[src/rtl/rr_enq_arbiter.sv]
`default_nettype none
// ============================================================================
// Module   : rr_enq_arbiter
// Brief    : Merges two guarded enq requesters onto one downstream enq port
//            through one-entry holding slots and a burst-limited round robin.
// Revision : 1.0 - initial release
// ============================================================================
module rr_enq_arbiter #(
    parameter int WIDTH     = 128,
    parameter int MAX_BURST = 4,
    parameter int CNT_W     = 16
) (
    input  logic             CLK,
    input  logic             nRST,

    input  logic             in0_enq__ENA,
    input  logic [WIDTH-1:0] in0_enq_v,
    output logic             in0_enq__RDY,

    input  logic             in1_enq__ENA,
    input  logic [WIDTH-1:0] in1_enq_v,
    output logic             in1_enq__RDY,

    output logic             out_enq__ENA,
    output logic [WIDTH-1:0] out_enq_v,
    input  logic             out_enq__RDY,
    output logic             out_grant,

    output logic [CNT_W-1:0] grant_count0,
    output logic [CNT_W-1:0] grant_count1,
    output logic             idle
);

    if ((MAX_BURST < 1) || (MAX_BURST > 15)) begin : g_bad_max_burst
        $error("rr_enq_arbiter: MAX_BURST must lie in 1..15");
    end

    localparam logic [3:0] c_max_burst = 4'(MAX_BURST);

    // ------------------------------------------------------------------
    // Registered state
    // ------------------------------------------------------------------
    logic [1:0]       r_full;
    logic [WIDTH-1:0] r_data0;
    logic [WIDTH-1:0] r_data1;
    logic             r_ptr;
    logic [3:0]       r_burst;
    logic [CNT_W-1:0] r_cnt0;
    logic [CNT_W-1:0] r_cnt1;

    // ------------------------------------------------------------------
    // Combinational decode
    // ------------------------------------------------------------------
    logic [1:0] w_full;
    logic       w_pref;
    logic       w_grant;
    logic       w_fire;
    logic       w_enq0;
    logic       w_enq1;
    logic       w_deq0;
    logic       w_deq1;

    // Held entries are invisible while reset is asserted, so a mid-run
    // reset never produces an output strobe for data about to be dropped.
    assign w_full = r_full & {2{~nRST}};

    always_comb begin
        w_pref = r_ptr;
        if ((r_burst == c_max_burst) && w_full[~r_ptr]) begin
            w_pref = ~r_ptr;
        end

        w_grant = 1'b0;
        if (w_full != 2'b00) begin
            w_grant = w_full[w_pref] ? w_pref : ~w_pref;
        end
    end

    assign w_fire = (|w_full) & out_enq__RDY;
    assign w_deq0 = w_fire & ~w_grant;
    assign w_deq1 = w_fire &  w_grant;

    // Enqueue into an occupied slot is dropped; the held entry is kept.
    assign w_enq0 = in0_enq__ENA & ~r_full[0] & ~nRST;
    assign w_enq1 = in1_enq__ENA & ~r_full[1] & ~nRST;

    // ------------------------------------------------------------------
    // Holding slots
    // ------------------------------------------------------------------
    always_ff @(posedge CLK) begin
        if (nRST) begin
            r_full  <= 2'b00;
            r_data0 <= '0;
            r_data1 <= '0;
        end else begin
            r_full[0] <= (r_full[0] & ~w_deq0) | w_enq0;
            r_full[1] <= (r_full[1] & ~w_deq1) | w_enq1;
            if (w_enq0) begin
                r_data0 <= in0_enq_v;
            end
            if (w_enq1) begin
                r_data1 <= in1_enq_v;
            end
        end
    end

    // ------------------------------------------------------------------
    // Round-robin pointer and burst tracking
    // ------------------------------------------------------------------
    always_ff @(posedge CLK) begin
        if (nRST) begin
            r_ptr   <= 1'b0;
            r_burst <= 4'd0;
        end else if (w_fire) begin
            if (w_grant == r_ptr) begin
                if (r_burst < c_max_burst) begin
                    r_burst <= r_burst + 4'd1;
                end
            end else begin
                r_ptr   <= w_grant;
                r_burst <= 4'd1;
            end
        end
    end

    // ------------------------------------------------------------------
    // Grant statistics, free-running with natural wrap
    // ------------------------------------------------------------------
    always_ff @(posedge CLK) begin
        if (nRST) begin
            r_cnt0 <= '0;
            r_cnt1 <= '0;
        end else begin
            if (w_deq0) begin
                r_cnt0 <= r_cnt0 + CNT_W'(1);
            end
            if (w_deq1) begin
                r_cnt1 <= r_cnt1 + CNT_W'(1);
            end
        end
    end

    // ------------------------------------------------------------------
    // Outputs
    // ------------------------------------------------------------------
    assign in0_enq__RDY = ~w_full[0];
    assign in1_enq__RDY = ~w_full[1];

    assign out_enq__ENA = w_fire;
    assign out_grant    = w_grant;
    assign out_enq_v    = nRST    ? '0      :
                          w_grant ? r_data1 : r_data0;

    assign grant_count0 = r_cnt0;
    assign grant_count1 = r_cnt1;
    assign idle         = ~(|w_full);

endmodule
`default_nettype wire

[config.mk]
export PLATFORM = sky130hd
export DESIGN_NAME = rr_enq_arbiter
export DESIGN_NICKNAME = d
export VERILOG_FILES = /design/src/rtl/rr_enq_arbiter.sv
export SDC_FILE = /design/constraint.sdc
export NUM_CORES = 1
export LEC_CHECK = 0
export CORE_MARGIN = 2
export CORE_UTILIZATION = 35
export CTS_CLUSTER_DIAMETER = 50
export DETAILED_ROUTE_END_ITERATION = 16
export SLEW_MARGIN = 20
export SYNTH_ARGS = -nofsm -noshare
export SYNTH_HDL_FRONTEND = slang
export SYNTH_SLANG_ARGS = --single-unit
export TNS_END_PERCENT = 100
[constraint.sdc]
create_clock -name CLK -period 4.7 [get_ports CLK]
set_input_delay 0.705 -clock CLK [delete_from_list [all_inputs] [get_ports CLK]]
set_output_delay 0.705 -clock CLK [all_outputs]
set_load 0.005 [all_outputs]
==> results.sh <==
export IMPL_clock_latency_ps=520
export IMPL_finalSetupTns_ps=0
export IMPL_nFillCells=3508
export IMPL_groute_usage_overall_pct=23.9
export IMPL_synth_nets=1930
export IMPL_arrival_ps=3490
export IMPL_gp_congestion=0.852
export IMPL_end_kind="output pin"
export IMPL_regToRegEndpoint="r_data0[98]"
export IMPL_synth_area_leaders="dfxtp_1, nand2_1, a21oi_1, a31o_2, nor3b_1"
export IMPL_grt_overflow=0
export IMPL_max_freq_mhz=238
export IMPL_worst_path_dominant_cell_family="buffers and inverters"
export IMPL_seq_area_frac_synth_pct=45.4
export IMPL_power_density_mw_per_mm2=364
export IMPL_synth_commonest_cells="nand2_1, dfxtp_1, a21oi_1"
export IMPL_register_area_mm2=0.00591
export IMPL_slew_headroom_pct=28.4
export IMPL_synth_seq_cells=295
export IMPL_path_cells="nor2b_1, inv_4, buf_4, nor3b_1, a31o_2, clkdlybuf4s50_1"
export IMPL_critPathLaunch="r_full[1]"
export IMPL_die_area_mm2=0.0387
export IMPL_rsz0062_at_grt="false"
export IMPL_path_class="flip-flop to output pin"
export IMPL_yosysUniqueCellTypes=36
export IMPL_synth_top_cell_area_share_pct=45.4
export IMPL_first_iter_violations=596
export IMPL_hp_class="flip-flop to flip-flop"
export IMPL_via_per_inst=5.32
export IMPL_clk_pin_slew_ps=60
export IMPL_num_io_pins=426
export IMPL_area_delta_synth_final_pct=45.5
export IMPL_drv_cap=0
export IMPL_core_area_mm2=0.0366
export IMPL_reg2reg_slack_ps=2410
export IMPL_rr_worst_depth=4
export IMPL_status="completed"
export IMPL_antenna_found_initial=4
export IMPL_yosysMostFrequentCell="nand2_1"
export IMPL_clock_sinks=295
export IMPL_io_buffers=425
export IMPL_vias=13300
export IMPL_layout_drive_gt1_share_pct=11.0
export IMPL_setup_violations=0
export IMPL_crit_buf_inv=3
export IMPL_syn_area_per_cell_um2=7.82
export IMPL_rows=70
export IMPL_drtPass1Iterations=4
export IMPL_slowest_delay_ps=620
export IMPL_die_w_um=197
export IMPL_wl_per_cell_um=19.3
export IMPL_wirelength_mm=48.3
export IMPL_p_leak_nw=6.69
export IMPL_cpMaxStageDelayCell="dfxtp_1"
export IMPL_grt_pass1_wl_mm=73.7
export IMPL_synth_edf_count=0
export IMPL_cp_max_fo=58
export IMPL_hpwl_mm=31.7
export IMPL_timing_final_crit_share_pct=89.3
export IMPL_crit_required_ps=3990
export IMPL_hold_violations=0
export IMPL_fin_crit_ps=4200
export IMPL_cts_root_buf="clkbuf_16"
export IMPL_synth_warnings=0
export IMPL_cts_resized=0
export IMPL_worstMarginPinSlew_ps=1070
export IMPL_cts_hold_buf=0
export IMPL_grt_pass1_vias=12900
export IMPL_ir_worst_vdd_uv=227
export IMPL_ant_nets=0
export IMPL_grt_max_degree=160
export IMPL_syn_inst=1665
export IMPL_start_util_pct=35.6
export IMPL_slew_viol_final=0
export IMPL_critPathCapture="out_enq_v[43]"
export IMPL_cts_buffers_inserted=41
export IMPL_startpoint_type="flip-flop"
export IMPL_synth_area_leader_cell="dfxtp_1"
export IMPL_clk_path_buf_depth=3
export IMPL_synth_ff_type="dfxtp_1"
export IMPL_final_net_count=2260
export IMPL_async_flop_share_pct=0
export IMPL_r2r_start="r_full[0]"
export IMPL_die_y_um=197
export IMPL_drc_errors=0
export IMPL_multi_input_area_mm2=0.00649
export IMPL_cts_tree="yes"
export IMPL_netlist_area_mm2=0.0130
export IMPL_fin_skew_ps=23.2
export IMPL_finalPower_mw=6.89
export IMPL_path_depth=6
export IMPL_h_tree_depth=2
export IMPL_cts_setup_buffers=0
[kinds of logic (layout without fill, tap and decap cells)]
logic type	after synthesis	count (layout)	synth area share [%]
flip-flops	295	295	45.4
adder cells (fa/ha/maj)	4	4	0.385
buffers and inverters	165	526	5.11
other	0	3	0
multiplexers	6	6	0.509
AO/OA/AOI/OAI	456	456	21.9
AND/OR/NAND/NOR	739	739	26.7
[flip-flops by register name, summed over array words and instances, names as in the netlist]
name	flops
r_full	2
r_burst	4
r_ptr	1
r_data0	128
grant_count1	16
r_data1	128
grant_count0	16
[report_power, final]
group	leakage (nW)	switching, mW	internal (mW)
registers	2.42	0.0806	2.64
logic	3.60	0.464	0.467
clock network	0.681	1.19	2.05
total	6.69	1.73	5.16
[worst min-delay path by stage]
stage | cells past startpoint | slack [ps] | end | from
after global routing | 2 | 460 | r_data1[78] | r_data1[78]
after global placement | 2 | 440 | r_data1[29] | r_data1[29]
after CTS | 2 | 450 | r_data1[79] | r_data1[79]
after floorplan | 2 | 430 | r_data1[0] | r_data1[0]
final | 2 | 450 | r_data1[107] | r_data1[107]
after detailed placement | 2 | 440 | r_data1[79] | r_data1[79]
[final cells by class]
type / count / share of cell area, %
multi-input combinational: 1205 / 34.3
sequential: 295 / 31.2
timing repair buffer: 442 / 23.7
clock buffer: 55 / 6.03
tap: 468 / 3.09
clock inverter: 19 / 1.46
inverter: 10 / 0.225
antenna: 3 / 0.0396
[metrics by stage]
stage / instances / cell area (um^2) / util, % / hold slack, ps / setup slack [ps]
after floorplan: 1665 / 13000 / - / 432 / 2250
after global placement: 2420 / 17500 / 47.8 / 436 / 850
after detailed placement: 2420 / 17500 / 47.8 / 442 / 832
after CTS: 2494 / 18900 / 51.7 / 450 / 476
after global routing: 2497 / 18900 / 51.7 / 461 / 311
final: 2497 / 18900 / 51.7 / 449 / 504
[metal layers]
layer | vias up | global-route usage (%) | routed length [um]
li1 | 6439 | - | -
met1 | 6290 | 31.6 | 21100
met2 | 476 | 38.8 | 22500
met3 | 66 | 5.61 | 3670
met4 | 2 | 6.99 | 1040
met5 | - | 0 | 13
[cells in the final DEF (no fill, tap or decap), types with 4 or more instances in the layout]
master | synthesis | layout
clkinvlp_4 | 0 | 4
and4_1 | 5 | 5
nor2_1 | 7 | 7
nor3b_1 | 130 | 130
a31o_2 | 128 | 128
and3_1 | 4 | 4
bufinv_16 | 0 | 6
o31ai_1 | 17 | 17
o311ai_0 | 5 | 5
clkbuf_1 | 116 | 10
buf_12 | 0 | 8
nand3_1 | 11 | 11
buf_4 | 0 | 9
nor3_1 | 4 | 4
o41ai_1 | 5 | 5
inv_6 | 0 | 4
or3_1 | 7 | 7
dfxtp_1 | 295 | 295
nand4_1 | 11 | 11
clkdlybuf4s50_1 | 0 | 424
ha_1 | 4 | 4
a21oi_1 | 284 | 284
o21ai_0 | 14 | 14
inv_1 | 9 | 8
nand2_1 | 526 | 526
or4_1 | 16 | 16
clkbuf_16 | 0 | 43
clkinv_2 | 0 | 4
[tightest hold or removal path, delay by kind of cell (launching register included)]
family | cells | cell delay, ps
flops | 1 | 300
compound gates | 1 | 50
simple gates | 1 | 50
No activity file was read; power rests on OpenSTA's default activity.
